==> src/rtl/ga23_sdr_tile_server_if.sv <==
`default_nettype none
// ============================================================================
// ga23_sdr_tile_server_if : layer row-fetch bus and SDRAM read-port bundle
// Rev 1.0
// ============================================================================
interface ga23_sdr_tile_server_if #(
    parameter int NUM_LAYERS = 3,
    parameter int ADDR_W     = 22,
    parameter int MEM_ADDR_W = 25
);
    logic [NUM_LAYERS-1:0]        sdr_req;
    logic [NUM_LAYERS*ADDR_W-1:0] sdr_addr;
    logic [NUM_LAYERS*32-1:0]     sdr_data;
    logic [NUM_LAYERS-1:0]        sdr_rdy;
    logic [MEM_ADDR_W-1:0]        mem_addr;
    logic                         mem_req;
    logic                         mem_ack;
    logic [31:0]                  mem_data;
    logic                         mem_valid;
    logic [7:0]                   drop_count;

    modport slave (
        input  sdr_req, sdr_addr, mem_ack, mem_data, mem_valid,
        output sdr_data, sdr_rdy, mem_addr, mem_req, drop_count
    );

    modport master (
        output sdr_req, sdr_addr, mem_ack, mem_data, mem_valid,
        input  sdr_data, sdr_rdy, mem_addr, mem_req, drop_count
    );
endinterface
`default_nettype wire

==> src/rtl/ga23_sdr_tile_server.sv <==
`default_nettype none
// ============================================================================
// ga23_sdr_tile_server : round-robin tile-row fetch server onto one SDRAM read port
// Rev 1.0
// ============================================================================
module ga23_sdr_tile_server #(
    parameter int                    NUM_LAYERS = 3,
    parameter int                    ADDR_W     = 22,
    parameter int                    MEM_ADDR_W = 25,
    parameter logic [MEM_ADDR_W-1:0] ROM_BASE   = '0
) (
    input  wire                    clk,
    input  wire                    reset_n,
    ga23_sdr_tile_server_if.slave  bus
);
    localparam int IDX_W = (NUM_LAYERS > 1) ? $clog2(NUM_LAYERS) : 1;

    typedef enum logic [1:0] {
        S_IDLE = 2'd0,
        S_REQ  = 2'd1,
        S_WAIT = 2'd2
    } state_t;

    state_t                     r_state;
    state_t                     w_state_n;
    logic [NUM_LAYERS-1:0]      r_pending;
    logic [ADDR_W-1:0]          r_paddr [NUM_LAYERS];
    logic [IDX_W-1:0]           r_owner;
    logic [IDX_W-1:0]           r_rr_last;
    logic                       r_stale;
    logic [MEM_ADDR_W-1:0]      r_mem_addr;
    logic                       r_mem_req;
    logic [NUM_LAYERS*32-1:0]   r_sdr_data;
    logic [NUM_LAYERS-1:0]      r_sdr_rdy;
    logic [7:0]                 r_drop;

    logic                       w_grant_vld;
    logic [IDX_W-1:0]           w_grant_idx;
    logic                       w_do_grant;
    logic                       w_ack_take;
    logic                       w_deliver;
    logic [3:0]                 w_drop_inc;
    logic [8:0]                 w_drop_sum;

    // Cyclic search from rr_last+1; scanning downward lets the nearest hit win.
    always_comb begin
        int idx;
        idx         = 0;
        w_grant_vld = 1'b0;
        w_grant_idx = '0;
        for (int k = NUM_LAYERS; k >= 1; k--) begin
            idx = (int'(r_rr_last) + k) % NUM_LAYERS;
            if (r_pending[idx]) begin
                w_grant_vld = 1'b1;
                w_grant_idx = IDX_W'(idx);
            end
        end
    end

    always_ff @(posedge clk) begin
        if (!reset_n) r_state <= S_IDLE;
        else          r_state <= w_state_n;
    end

    always_comb begin
        w_state_n  = r_state;
        w_do_grant = 1'b0;
        w_ack_take = 1'b0;
        w_deliver  = 1'b0;
        case (r_state)
            S_IDLE: begin
                if (w_grant_vld) begin
                    w_do_grant = 1'b1;
                    w_state_n  = S_REQ;
                end
            end
            S_REQ: begin
                if (bus.mem_ack) begin
                    w_ack_take = 1'b1;
                    if (bus.mem_valid) begin
                        w_deliver = 1'b1;
                        w_state_n = S_IDLE;
                    end else begin
                        w_state_n = S_WAIT;
                    end
                end
            end
            S_WAIT: begin
                if (bus.mem_valid) begin
                    w_deliver = 1'b1;
                    w_state_n = S_IDLE;
                end
            end
            default: w_state_n = S_IDLE;
        endcase
    end

    // A re-request on the layer being granted this clk is not an overwrite.
    always_comb begin
        w_drop_inc = '0;
        for (int i = 0; i < NUM_LAYERS; i++) begin
            if (bus.sdr_req[i] && r_pending[i] &&
                !(w_do_grant && (w_grant_idx == IDX_W'(i))))
                w_drop_inc = w_drop_inc + 4'd1;
        end
        if (w_deliver && r_stale)
            w_drop_inc = w_drop_inc + 4'd1;
        w_drop_sum = {1'b0, r_drop} + 9'(w_drop_inc);
    end

    always_ff @(posedge clk) begin
        if (!reset_n) begin
            r_pending  <= '0;
            for (int i = 0; i < NUM_LAYERS; i++) r_paddr[i] <= '0;
            r_owner    <= '0;
            r_rr_last  <= IDX_W'(NUM_LAYERS - 1);
            r_stale    <= 1'b0;
            r_mem_addr <= '0;
            r_mem_req  <= 1'b0;
            r_sdr_data <= '0;
            r_sdr_rdy  <= '0;
            r_drop     <= '0;
        end else begin
            r_sdr_rdy <= '0;
            r_drop    <= w_drop_sum[8] ? 8'hFF : w_drop_sum[7:0];

            for (int i = 0; i < NUM_LAYERS; i++) begin
                if (bus.sdr_req[i]) begin
                    r_pending[i] <= 1'b1;
                    r_paddr[i]   <= bus.sdr_addr[i*ADDR_W +: ADDR_W];
                end else if (w_do_grant && (w_grant_idx == IDX_W'(i))) begin
                    r_pending[i] <= 1'b0;
                end
            end

            if (w_do_grant) begin
                r_owner    <= w_grant_idx;
                r_rr_last  <= w_grant_idx;
                r_stale    <= bus.sdr_req[w_grant_idx];
                r_mem_addr <= ROM_BASE + MEM_ADDR_W'(r_paddr[w_grant_idx]);
                r_mem_req  <= 1'b1;
            end else if (r_state != S_IDLE && bus.sdr_req[r_owner]) begin
                r_stale <= 1'b1;
            end

            if (w_ack_take)
                r_mem_req <= 1'b0;

            if (w_deliver && !r_stale) begin
                r_sdr_data[32*r_owner +: 32] <= bus.mem_data;
                r_sdr_rdy[r_owner]           <= 1'b1;
            end
        end
    end

    assign bus.mem_addr   = r_mem_addr;
    assign bus.mem_req    = r_mem_req;
    assign bus.sdr_data   = r_sdr_data;
    assign bus.sdr_rdy    = r_sdr_rdy;
    assign bus.drop_count = r_drop;
endmodule
`default_nettype wire

==> src/flat_wrapper.sv <==
// flat-port wrapper written by rule: the top's interface ports become plain ports
module ga23_sdr_tile_server_flat 
#(
    parameter int                    NUM_LAYERS = 3,
    parameter int                    ADDR_W     = 22,
    parameter int                    MEM_ADDR_W = 25,
    parameter logic [MEM_ADDR_W-1:0] ROM_BASE   = '0
)
  (clk, reset_n, bus_sdr_req, bus_sdr_addr, bus_mem_ack, bus_mem_data, bus_mem_valid, bus_sdr_data, bus_sdr_rdy, bus_mem_addr, bus_mem_req, bus_drop_count);
  ga23_sdr_tile_server_if #(.NUM_LAYERS(NUM_LAYERS), .ADDR_W(ADDR_W), .MEM_ADDR_W(MEM_ADDR_W)) bus_i ();
  input  wire clk;
  input  wire reset_n;
  input wire logic [$bits(bus_i.sdr_req)-1:0] bus_sdr_req;
  input wire logic [$bits(bus_i.sdr_addr)-1:0] bus_sdr_addr;
  input wire logic [$bits(bus_i.mem_ack)-1:0] bus_mem_ack;
  input wire logic [$bits(bus_i.mem_data)-1:0] bus_mem_data;
  input wire logic [$bits(bus_i.mem_valid)-1:0] bus_mem_valid;
  output wire logic [$bits(bus_i.sdr_data)-1:0] bus_sdr_data;
  output wire logic [$bits(bus_i.sdr_rdy)-1:0] bus_sdr_rdy;
  output wire logic [$bits(bus_i.mem_addr)-1:0] bus_mem_addr;
  output wire logic [$bits(bus_i.mem_req)-1:0] bus_mem_req;
  output wire logic [$bits(bus_i.drop_count)-1:0] bus_drop_count;
  assign bus_i.sdr_req = bus_sdr_req;
  assign bus_i.sdr_addr = bus_sdr_addr;
  assign bus_i.mem_ack = bus_mem_ack;
  assign bus_i.mem_data = bus_mem_data;
  assign bus_i.mem_valid = bus_mem_valid;
  assign bus_sdr_data = bus_i.sdr_data;
  assign bus_sdr_rdy = bus_i.sdr_rdy;
  assign bus_mem_addr = bus_i.mem_addr;
  assign bus_mem_req = bus_i.mem_req;
  assign bus_drop_count = bus_i.drop_count;
  ga23_sdr_tile_server #(.NUM_LAYERS(NUM_LAYERS), .ADDR_W(ADDR_W), .MEM_ADDR_W(MEM_ADDR_W), .ROM_BASE(ROM_BASE)) u_core (.clk(clk), .reset_n(reset_n), .bus(bus_i));
endmodule
==> config.mk <==
export PLATFORM = sky130hd
export DESIGN_NAME = ga23_sdr_tile_server_flat
export DESIGN_NICKNAME = d
export VERILOG_FILES = /design/src/rtl/ga23_sdr_tile_server_if.sv /design/src/rtl/ga23_sdr_tile_server.sv /design/src/flat_wrapper.sv
export SDC_FILE = /design/constraint.sdc
export NUM_CORES = 1
export LEC_CHECK = 0
export BUFFER_PORTS_ARGS = -buffer_cell sky130_fd_sc_hd__buf_2
export CORE_MARGIN = 5
export CORE_UTILIZATION = 52
export CTS_CLUSTER_DIAMETER = 60
export DETAILED_ROUTE_END_ITERATION = 12
export GPL_TIMING_DRIVEN = 0
export PLACE_DENSITY_LB_ADDON = 0.3
export RECOVER_POWER = 25
export SLEW_MARGIN = 30
export SYNTH_ARGS = -nofsm -noshare
export SYNTH_HDL_FRONTEND = slang
export SYNTH_SLANG_ARGS = --single-unit
==> constraint.sdc <==
create_clock -name clk -period 5.4 [get_ports clk]
set_input_delay 1.08 -clock clk [delete_from_list [all_inputs] [get_ports clk]]
set_output_delay 1.08 -clock clk [all_outputs]
set_load 0.05 [all_outputs]
### Word level (Yosys, flattened, before mapping)

Memories as Yosys holds them, arrays and structs flattened. A register that Yosys moved wholly into a read port is not among the register bits.
Cells that the tools add are included.

| storage, ports and cells | value |
|---|---|
| input port bits | 105 |
| memories | 1 |
| output and inout bits | 133 |
| bits in registers | 118 |
| memory bits (writable) | 66 |
| word-level logic and storage cells | 130 |

| operators by class | value |
|---|---|
| shifts and indexed selects | 2 |
| add/subtract/negate cells | 8 |
| magnitude comparators | 6 |
| reduce and logical (&&, ||, !) cells | 28 |
| equality and inequality tests | 7 |
| multiplexer cells | 60 |
| bitwise operators | 4 |
| div/mod/pow operators | 3 |

Memory list:

| name | words | width | read ports | clocked after memory_dff | write ports | RTL line | RTL |
|---|---|---|---|---|---|---|---|
| u_core.r_paddr | 3 | 22 | 1 | 1 | 3 | ga23_sdr_tile_server.sv:27 | `logic [ADDR_W-1:0] r_paddr [NUM_LAYERS];` |

Operators with widths:

| operator | number |
|---|---|
| $bwmux W96 | 1 |
| $lt A32 B4 Y1 const B | 3 |
| $mod A32 B3 Y32 const B | 3 |
| $shift A32 B34 Y96 const A | 1 |
| $shiftx A32 B34 Y96 | 1 |
| $mux W22 | 3 |
| $mux W1 | 37 |
| $neg A7 Y34 | 1 |
| $mux W2 | 7 |
| $logic_and A1 B1 Y1 | 13 |
| $mux W4 | 3 |
| $bmux W1 S2 | 5 |
| $reduce_bool A2 Y1 | 5 |
| $add A8 B4 Y9 | 1 |
| $add A4 B1 Y4 const B | 2 |
| $mux W8 | 1 |
| $add A2 B2 Y3 const B | 2 |
| $lt A2 B3 Y1 const B | 2 |
| $pmux W2 S3 | 1 |
| $logic_not A1 Y1 | 5 |
| $eq A2 B1 Y1 const B | 2 |
| $eq A2 B2 Y1 const B | 2 |
| $logic_not A2 Y1 | 2 |
| $ne A2 B2 Y1 const B | 2 |
| 11 further kinds | 13 |

### Depth between registers and ports, before layout

Gate-level depths: netlist of run 1.

| depth | value |
|---|---|
| depth in word-level cells | 22 |
| gate-level depth with buffers | 23 |

### Least setup slack after synthesis of run 1

Ideal clock, no wire load.

| path | value |
|---|---|
| path kind | reg2reg |
| start | reg u_core.r_rr_last[1] |
| end | reg u_core.r_drop[5], in the netlist u_core.bus.drop_count[5] |
| data arrival time | 4.213 ns |
| path buffers | 1 |
| setup slack | 1.059 ns |
| period minus slack after synthesis | 4.341 ns |
| stages on the path, launching flop included | 21 |
| cell sequence | dfxtp_1 > inv_1 > ha_1 > buf_6 > mux2i_1 > o22ai_4 > o41ai_4 > nor2_1 > a21boi_1 > and2_1 > ha_1 > xor2_1 > ha_1 > mux2_2 > ha_1 > a21o_1 > a21oi_1 > nor2b_1 > o21ai_0 > mux2i_1 > nor2_1 |

| between the ends | value |
|---|---|
| cells in the longest elaborated chain, start to end | 22 |

RTL lines:

| what | RTL line | RTL |
|---|---|---|
| start: declaration | ga23_sdr_tile_server.sv:29 | `logic [IDX_W-1:0] r_rr_last;` |
| start signal: assignment | ga23_sdr_tile_server.sv:116 | `r_rr_last <= IDX_W'(NUM_LAYERS - 1);` |
| start signal: assignment | ga23_sdr_tile_server.sv:138 | `r_rr_last <= w_grant_idx;` |
| $add A2 B2 Y3 | ga23_sdr_tile_server.sv:52 | `idx = (int'(r_rr_last) + k) % NUM_LAYERS;` |
| $mod A32 B3 Y32 | ga23_sdr_tile_server.sv:52 |  |
| $bmux W1 S2 | ga23_sdr_tile_server.sv:53 | `if (r_pending[idx]) begin` |
| $mux W1 (implied by the code) (2 in series) | ga23_sdr_tile_server.sv:53 |  |
| $mux W1 (3 in series) | ga23_sdr_tile_server.sv:53 |  |
| $mux W1 | ga23_sdr_tile_server.sv:72 | `if (w_grant_vld) begin` |
| $mux W1 | ga23_sdr_tile_server.sv:70 | `case (r_state)` |
| $logic_and A1 B1 Y1 | ga23_sdr_tile_server.sv:103 | `!(w_do_grant && (w_grant_idx == IDX_W'(i))))` |
| [3 not listed] | n/a |  |
| $add A1 B1 Y2 | ga23_sdr_tile_server.sv:104 | `w_drop_inc = w_drop_inc + 4'd1;` |
| $mux W4 | ga23_sdr_tile_server.sv:102 | `if (bus.sdr_req[i] && r_pending[i] &&` |
| $add A4 B1 Y4 | ga23_sdr_tile_server.sv:104 |  |
| $mux W4 (*) | ga23_sdr_tile_server.sv:102 |  |
| $add A4 B1 Y4 | ga23_sdr_tile_server.sv:107 | `w_drop_inc = w_drop_inc + 4'd1;` |
| $mux W4 (*) | ga23_sdr_tile_server.sv:106 | `if (w_deliver && r_stale)` |
| $add A8 B4 Y9 (*) | ga23_sdr_tile_server.sv:108 | `w_drop_sum = {1'b0, r_drop} + 9'(w_drop_inc);` |
| $mux W8 (*) | ga23_sdr_tile_server.sv:125 | `r_drop <= w_drop_sum[8] ? 8'hFF : w_drop_sum[7:0];` |
| end signal: assignment | ga23_sdr_tile_server.sv:125 |  |
| end: declaration | ga23_sdr_tile_server.sv:35 | `logic [7:0] r_drop;` |

Every way passes the cells marked *; elsewhere a longest branch is shown, timed or not. The select of a mux whose other input is x is not followed.
A chain may end at the register's enable or synchronous reset.

### Worst setup path after layout of run 1

| path | value |
|---|---|
| start | reg u_core.r_rr_last[0] |
| end | reg u_core.r_drop[7], in the netlist u_core.bus.drop_count[7] |

The elaborated chain is that of the path after synthesis.

==> reports/metrics.cfg, run 1 <==
[global_route]
grt_use_met3 = 0.0473
grt_max_degree = 23
antenna_found_initial = 0
grt_pass1_wl_mm = 38.3
use_met2 = 0.392
grt-ovfl-total = 0
grt_use_met1 = 0.317
top_usage_layer = met2
track_usage = 0.237
grt_pass1_vias = 7466

[synthesis]
synth_top_family_by_area = simple AND/OR/NAND/NOR gates
ys_ff_latch = 205
async_flop_share = 0
syn_area_sq_mm = 0.00869
synth_simple_gate_area_frac = 0.219
yosysSeqAreaShare = 0.548
synth_cells = 899
avgSynthCellArea_sq_um = 9.67
synth_compound_area_frac = 0.115
synth-adder-area-share = 0.0311
ys_types = 53
yosys_warnings = 0
synth_top_flop_cell = dfxtp_1
synth_edf_count = 66
synth_xor_area_frac = 0.00504
synth.area.mux_share = 0.0347

[timing]
hold_viol = 0
fin_crit_ns = 5.00
min_period_over_period = 0.925
clock_skew_ns = 0.0126
worstMarginPinSlew_ns = 0.773
setup_tns_ns = 0
fmax_mhz = 200
slew_violations = 0
rsz0062_at_grt = false
relSlewSlack = 0.481
setup_viol_count_final = 0

[clocking]
clk_pin_slew_worst_paths_ns = 0.06
cts_root_buf = clkbuf_16
postCtsSetupBuffers = 0
numCtsBuffers = 22
htree_levels = 1
clockBufferDepth = 3
clock_latency_ns = 0.50
cts_tree = built
clock-sinks = 205

[routing]
vias = 7612
via_per_inst = 5.45
routedWlPerCell_microns = 17.1
drt_wl_total_mm = 23.9
drt-initial-drc-count = 523
ant_nets = 0
drc = 0
first_pass_iters = 6

[cells_and_area]
multiInputGateArea_sq_mm = 0.00355
final_cells = 1396
antenna_cells = 0
syn_to_final_growth_pct = 24.9
nNetsFinal = 1286
fillers = 1325
fin_util = 0.660
drive_gt1_frac = 0.219
final_area_sq_mm = 0.0109
regArea_sq_mm = 0.00476

[setup_path]
reg2reg_depth = 20
r2r_setup_slack_ns = 0.40
cp_max_fo = 10
endpoint_kind = register
r2r-start = u_core.r_rr_last[0]
crit_path_start_kind = register
path_class = reg2reg
cp.required_ns = 5.81
cp-startpoint = u_core.r_rr_last[0]
worstPathArrival_ns = 5.41
crit_path_end = u_core.bus.drop_count[7]
r2r_end = u_core.bus.drop_count[7]

[die]
die_y_microns = 139
dieArea_sq_mm = 0.0194
pin_count = 238
core_area_sq_mm = 0.0165
placementRows = 47
initial_utilization = 0.528
die_width_microns = 139

[placement]
dp_hpwl_mm = 17.4
gp_congestion = 0.862
placedCellCount = 1356
placed_area_sq_mm = 0.0102
portBuffers = 234

[pwr]
powerDensity_mw_per_mm2 = 479
leakage_nw = 4.32
power.switching_mw = 1.94
intPower_mw = 3.26
power_mw = 5.20
pwr-share-seq = 0.362
switching_share = 0.373
combPwrFrac = 0.343
ir_worst_vdd_mv = 0.354
p_clk_frac = 0.295

[run]
maxCapViolations = 0

[status]
status = completed

[worst_hold_path]
hold_path_class = reg2reg

==> power by group through the flow <==
stage / Sequential (mW) / Clock [mW] / Combinational (mW)
after floorplan: 2.25 / 0 / 0.959
after global placement: 1.91 / 0 / 1.74
after detailed placement: 1.91 / 0 / 1.77
after CTS: 1.88 / 1.55 / 1.78
after global routing: 1.90 / 1.61 / 1.92
final: 1.88 / 1.53 / 1.78
==> worst max-delay path, stage by stage (launching register included) <==
cell and delay, ns:
dfxtp_1 0.53, inv_1 0.22, ha_1 0.35, and3b_1 0.26
o21ai_0 0.34, o21ai_0 0.15, o21a_1 0.18, buf_4 0.15
a21boi_1 0.22, and2_1 0.16, ha_1 0.24, xor2_1 0.24
ha_1 0.29, mux2_2 0.28, ha_1 0.28, a21o_1 0.18
a21oi_1 0.22, nor2b_1 0.09, o2111ai_1 0.25, nor3_1 0.07
a211oi_1 0.19
==> repair_timing <==
item	in CTS	in global routing
resized for setup	0	1
setup endpoints to repair	0	1
hold endpoints to repair	0	0
hold buffers	0	0
==> metrics by stage <==
| step | hold slack [ns] | setup slack, ns |
|---|---|---|
| after floorplan | 0.482 | 1.06 |
| after global placement | 0.435 | 0.510 |
| after detailed placement | 0.442 | 0.463 |
| after CTS | 0.449 | 0.417 |
| after global routing | 0.470 | 0.0900 |
| final | 0.450 | 0.403 |
==> placed cells by master (no fill, tap or decap), types with 4 or more instances in the layout <==
| cell | n |
|---|---|
| buf_2 | 202 |
| nand3_1 | 143 |
| dfxtp_1 | 139 |
| nand2_1 | 112 |
| a21oi_1 | 105 |
| clkbuf_1 | 103 |
| edfxtp_1 | 66 |
| and2_0 | 45 |
| mux2i_1 | 29 |
| and2_1 | 26 |
| clkbuf_16 | 25 |
| o221ai_1 | 23 |
| ha_1 | 20 |
| inv_1 | 18 |
| nor2_1 | 17 |
| buf_4 | 10 |
| o21ai_0 | 9 |
| nor3_1 | 7 |
| and3_1 | 6 |
| nor2b_1 | 5 |
| nor3b_1 | 4 |
| nand2b_1 | 4 |
| a31oi_1 | 4 |
| conb_1 | 4 |
| clkbuf_8 | 4 |
==> worst min path at each step <==
stage,from,end,slack [ns],depth (start not counted)
after global routing,u_core.bus.sdr_data[0],u_core.bus.sdr_data[0],0.47,2
final,u_core.bus.sdr_data[31],u_core.bus.sdr_data[31],0.45,2
after global placement,u_core.bus.sdr_data[30],u_core.bus.sdr_data[30],0.43,2
after CTS,u_core.bus.sdr_data[27],u_core.bus.sdr_data[27],0.45,2
after floorplan,u_core.r_rr_last[1],u_core.r_rr_last[1],0.48,2
after detailed placement,u_core.bus.sdr_data[16],u_core.bus.sdr_data[16],0.44,2
==> registers in the layout, indices dropped and copies added (netlist names) <==
| signal | flops |
|---|---|
| u_core.bus.mem_req | 1 |
| u_core.r_stale | 1 |
| u_core.r_state | 2 |
| u_core.r_rr_last | 2 |
| u_core.bus.sdr_rdy | 3 |
| u_core.bus.sdr_data | 96 |
| u_core.bus.mem_addr | 22 |
| u_core.r_paddr | 66 |
| u_core.r_owner | 1 |
| u_core.r_pending | 3 |
| u_core.bus.drop_count | 8 |
==> cell type report <==
| cell class | instances | area share |
|---|---|---|
| sequential | 205 | 0.439 |
| multi-input combinational | 605 | 0.327 |
| timing repair buffer | 234 | 0.103 |
| clock buffer | 37 | 0.0654 |
| buffer | 74 | 0.0311 |
| tap | 220 | 0.0253 |
| inverter | 18 | 0.00622 |
| clock inverter | 3 | 0.00369 |
==> routing by layer <==
| layer | wire [microns] | part of all wire |
|---|---|---|
| met2 | 11200 | 0.47 |
| met3 | 2300 | 0.096 |
| met1 | 9690 | 0.40 |
| met4 | 725 | 0.030 |
| met5 | 0 | 0 |
==> Yosys cell counts (all sizes together) (2+ instances only) <==
library cell,instances,area share
and2,71,0.051
nand3,143,0.082
o22ai,2,0.0030
xnor2,2,0.0020
edfxtp,66,0.23
buf,24,0.017
nor3b,4,0.0035
nand2,114,0.049
o211ai,2,0.0017
nor2b,5,0.0036
ha,20,0.029
nor4,2,0.0014
inv,18,0.0078
dfxtp,139,0.32
a211oi,2,0.0017
and3,6,0.0043
xor2,3,0.0030
nor4bb,2,0.0023
a31oi,4,0.0029
a21oi,105,0.060
nand2b,5,0.0036
o21ai,10,0.0062
nand3b,3,0.0026
nor3,7,0.0040
o221ai,23,0.023
clkbuf,50,0.022
nor2,17,0.0073
o221a,2,0.0026
o21a,2,0.0017
mux2i,29,0.033
==> cell families (layout without fill, tap and decap cells) <==
logic type               Yosys count  after routing
buffers and inverters             92            366
other                              1              4
AND/OR/NAND/NOR                  383            383
AO/OA/AOI/OAI                    162            162
multiplexers                      30             30
adder cells (fa/ha/maj)           21             21
XOR/XNOR                           5              5
flip-flops                       205            205
Note: power is estimated with default switching activity, not from simulation.
==> run 2, diff against run 1 <==
--- a/config.mk
+++ b/config.mk
@@ -6,6 +6,7 @@
 export NUM_CORES = 1
 export LEC_CHECK = 0
 export BUFFER_PORTS_ARGS = -buffer_cell sky130_fd_sc_hd__buf_2
+export CORE_ASPECT_RATIO = 1.2
 export CORE_MARGIN = 5
 export CORE_UTILIZATION = 52
 export CTS_CLUSTER_DIAMETER = 60
@@ -17,3 +18,4 @@
 export SYNTH_ARGS = -nofsm -noshare
 export SYNTH_HDL_FRONTEND = slang
 export SYNTH_SLANG_ARGS = --single-unit
+export TNS_END_PERCENT = 5
==> run 2 against run 1 <==
  * Sequential share of layout area rose by 0.13 points
  * Count of clock-buffer cells in the layout is 6 lower
  * Setup slack gained 0.030 ns
  * Global-route usage barely moved
  * Critical path depth is 2 lower
  * Via count is 0.33% higher
  * Final area is 0.29% lower
  * Maximum frequency is 0.61% higher
  * Total power is 0.37% lower
  * Sequential power about the same
  * Cell count is 0.64% lower
  * Worst hold slack about the same
==> reports/metrics.cfg, run 2 (synthesized netlist as in run 1, its figures left out) <==
[status]
status = completed

[routing]
ant_nets = 0  ; unchanged
drc = 0  ; unchanged
routedWlPerCell_microns = 17.2  ; +0.51%
via_per_inst = 5.51  ; +0.98%
drt-initial-drc-count = 499  ; -4.6%
vias = 7637  ; +0.33%
drt_wl_total_mm = 23.9  ; -0.13%
first_pass_iters = 6  ; unchanged

[die]
initial_utilization = 0.532  ; +0.00421
core_area_sq_mm = 0.0163  ; -0.79%
pin_count = 238  ; unchanged
dieArea_sq_mm = 0.0194  ; about the same
die_width_microns = 128  ; -8.1%
die_y_microns = 152  ; +8.9%
placementRows = 51  ; +8.5%

[setup_path]
cp.required_ns = 5.77  ; -0.04 ns
path_cells = inv_1 > ha_1 > a21oi_1 > a31oi_1 > o21ai_0 > nor3_1 > or2_2 > ha_1 > mux2i_1 > ha_1 > mux2_2 > ha_1 > a21o_1 > a21oi_1 > nor2b_1 > o21ai_0 > mux2i_1 > nor2_1
cpPeakStageDelay_ns = 0.54  ; about the same
worstPathArrival_ns = 5.34  ; -0.07 ns
cp_common_cell = ha_1
crit_path_start_kind = register
cp_slowest_cell = dfxtp_1
cp_max_fo = 10  ; unchanged
endpoint_kind = register
cp-startpoint = u_core.r_rr_last[0]
r2r-start = u_core.r_rr_last[0]
path_class = reg2reg

[timing]
worstMarginPinSlew_ns = 0.794  ; +0.0209 ns
slew_violations = 0  ; unchanged
rsz0062_at_grt = false
relSlewSlack = 0.467  ; -0.0141
min_period_over_period = 0.920  ; -0.00562
hold_viol = 0  ; unchanged
clock_skew_ns = 0.0109  ; -0.00170 ns
setup_viol_count_final = 0  ; unchanged
fin_crit_ns = 4.97  ; -0.0304 ns
setup_tns_ns = 0  ; unchanged
fmax_mhz = 201  ; +0.61%

[pwr]
ir_worst_vdd_mv = 0.350  ; -1.2%
power_mw = 5.18  ; -0.37%
leakage_nw = 4.29  ; -0.72%
pwr-share-seq = 0.363  ; about the same
powerDensity_mw_per_mm2 = 478  ; about the same
combPwrFrac = 0.342  ; about the same
power.switching_mw = 1.93  ; -0.37%
intPower_mw = 3.25  ; -0.37%
p_clk_frac = 0.296  ; about the same
switching_share = 0.373  ; about the same

[cells_and_area]
antenna_cells = 0  ; unchanged
multiInputGateArea_sq_mm = 0.00355  ; unchanged
largest_register_ffs = 96  ; unchanged
nNetsFinal = 1286  ; unchanged
drive_gt1_frac = 0.213  ; -0.00577
final_cell_mix = buf_2, nand3_1, dfxtp_1
layout_commonest_cell = buf_2
regArea_sq_mm = 0.00476  ; unchanged
fillers = 1438  ; +8.5%
syn_to_final_growth_pct = 24.5

[worst_hold_path]
hold_path.startpoint = u_core.bus.sdr_data[79]
hold_path_class = reg2reg

[clocking]
cts_tree = built
numCtsBuffers = 22  ; unchanged
clock_latency_ns = 0.50  ; about the same
cts_root_buf = clkbuf_16
clk_pin_slew_worst_paths_ns = 0.06  ; about the same
clock-sinks = 205  ; unchanged
clockBufferDepth = 3  ; unchanged
htree_levels = 1  ; unchanged

[global_route]
grt_pass1_wl_mm = 37.1  ; -3.2%
grt_max_degree = 23  ; unchanged
track_usage = 0.236  ; about the same
antenna_found_initial = 0  ; unchanged
grt_pass1_vias = 7378  ; -1.2%
grt-ovfl-total = 0  ; unchanged

[run]
maxCapViolations = 0  ; unchanged

[placement]
portBuffers = 234  ; unchanged
dp_hpwl_mm = 17.3  ; -0.58%
gp_congestion = 0.885  ; +2.8%

## run 2: timing repair
action,in CTS,in global routing
endpoints found under the setup margin,0,6
hold buffers,0,0
gates resized for setup,0,2
setup buffers,0,0
## run 2: final timing paths
check,slack [ns],depth (start not counted),end
min,0.45,2,u_core.bus.sdr_data[79]
max reg2reg,0.43,18,u_core.bus.drop_count[5]
min reg2reg,0.45,2,u_core.bus.sdr_data[79]
max,0.43,18,u_core.bus.drop_count[5]
## run 2: power by group through the flow
stage | logic (mW) | clock network (mW) | registers, mW
after CTS | 1.77 | 1.54 | 1.88
after global placement | 1.74 | 0 | 1.90
final | 1.77 | 1.53 | 1.88
after global routing | 1.91 | 1.62 | 1.89
after detailed placement | 1.76 | 0 | 1.90
after floorplan | 0.959 | 0 | 2.25
## run 2: layout make-up
cell class	instances	area share
clock buffers	31	0.0600
multi-input cells	605	0.328
flip-flops and latches	205	0.440
clock inverters	8	0.00867
inverters	18	0.00624
well taps	212	0.0245
plain buffers	74	0.0312
repair buffers	234	0.102
## run 2: routing by layer
layer | vias up | global-route usage | share of wire
li1 | 3673 | - | -
met3 | 43 | 0.0442 | 0.080
met5 | - | 0 | 0
met1 | 3585 | 0.285 | 0.39
met4 | 0 | 0.0860 | 0.025
met2 | 336 | 0.421 | 0.50
## run 2: stage by stage
step           hold slack (ns)   util  instance area (sq um)  cells  setup slack [ns]
4_1_cts                  0.449  0.667                  10900   1387             0.248
6_report                 0.449  0.663                  10800   1387             0.434
5_1_grt                  0.464  0.663                  10800   1387            0.0735
2_1_floorplan            0.482      -                   8710    902              1.06
3_3_place_gp             0.434  0.621                  10100   1348             0.520
3_5_place_dp             0.441  0.621                  10100   1348             0.338
## run 2: worst max-delay path, delay by kind of cell, from the launching register on
kind	cells	cell delay, ns
AOI/OAI and AO/OA	6	1.61
adders and majority gates	4	1.10
muxes	3	0.73
and+or+nand+nor	4	0.63
DFF	1	0.54
buffers and inverters	1	0.23
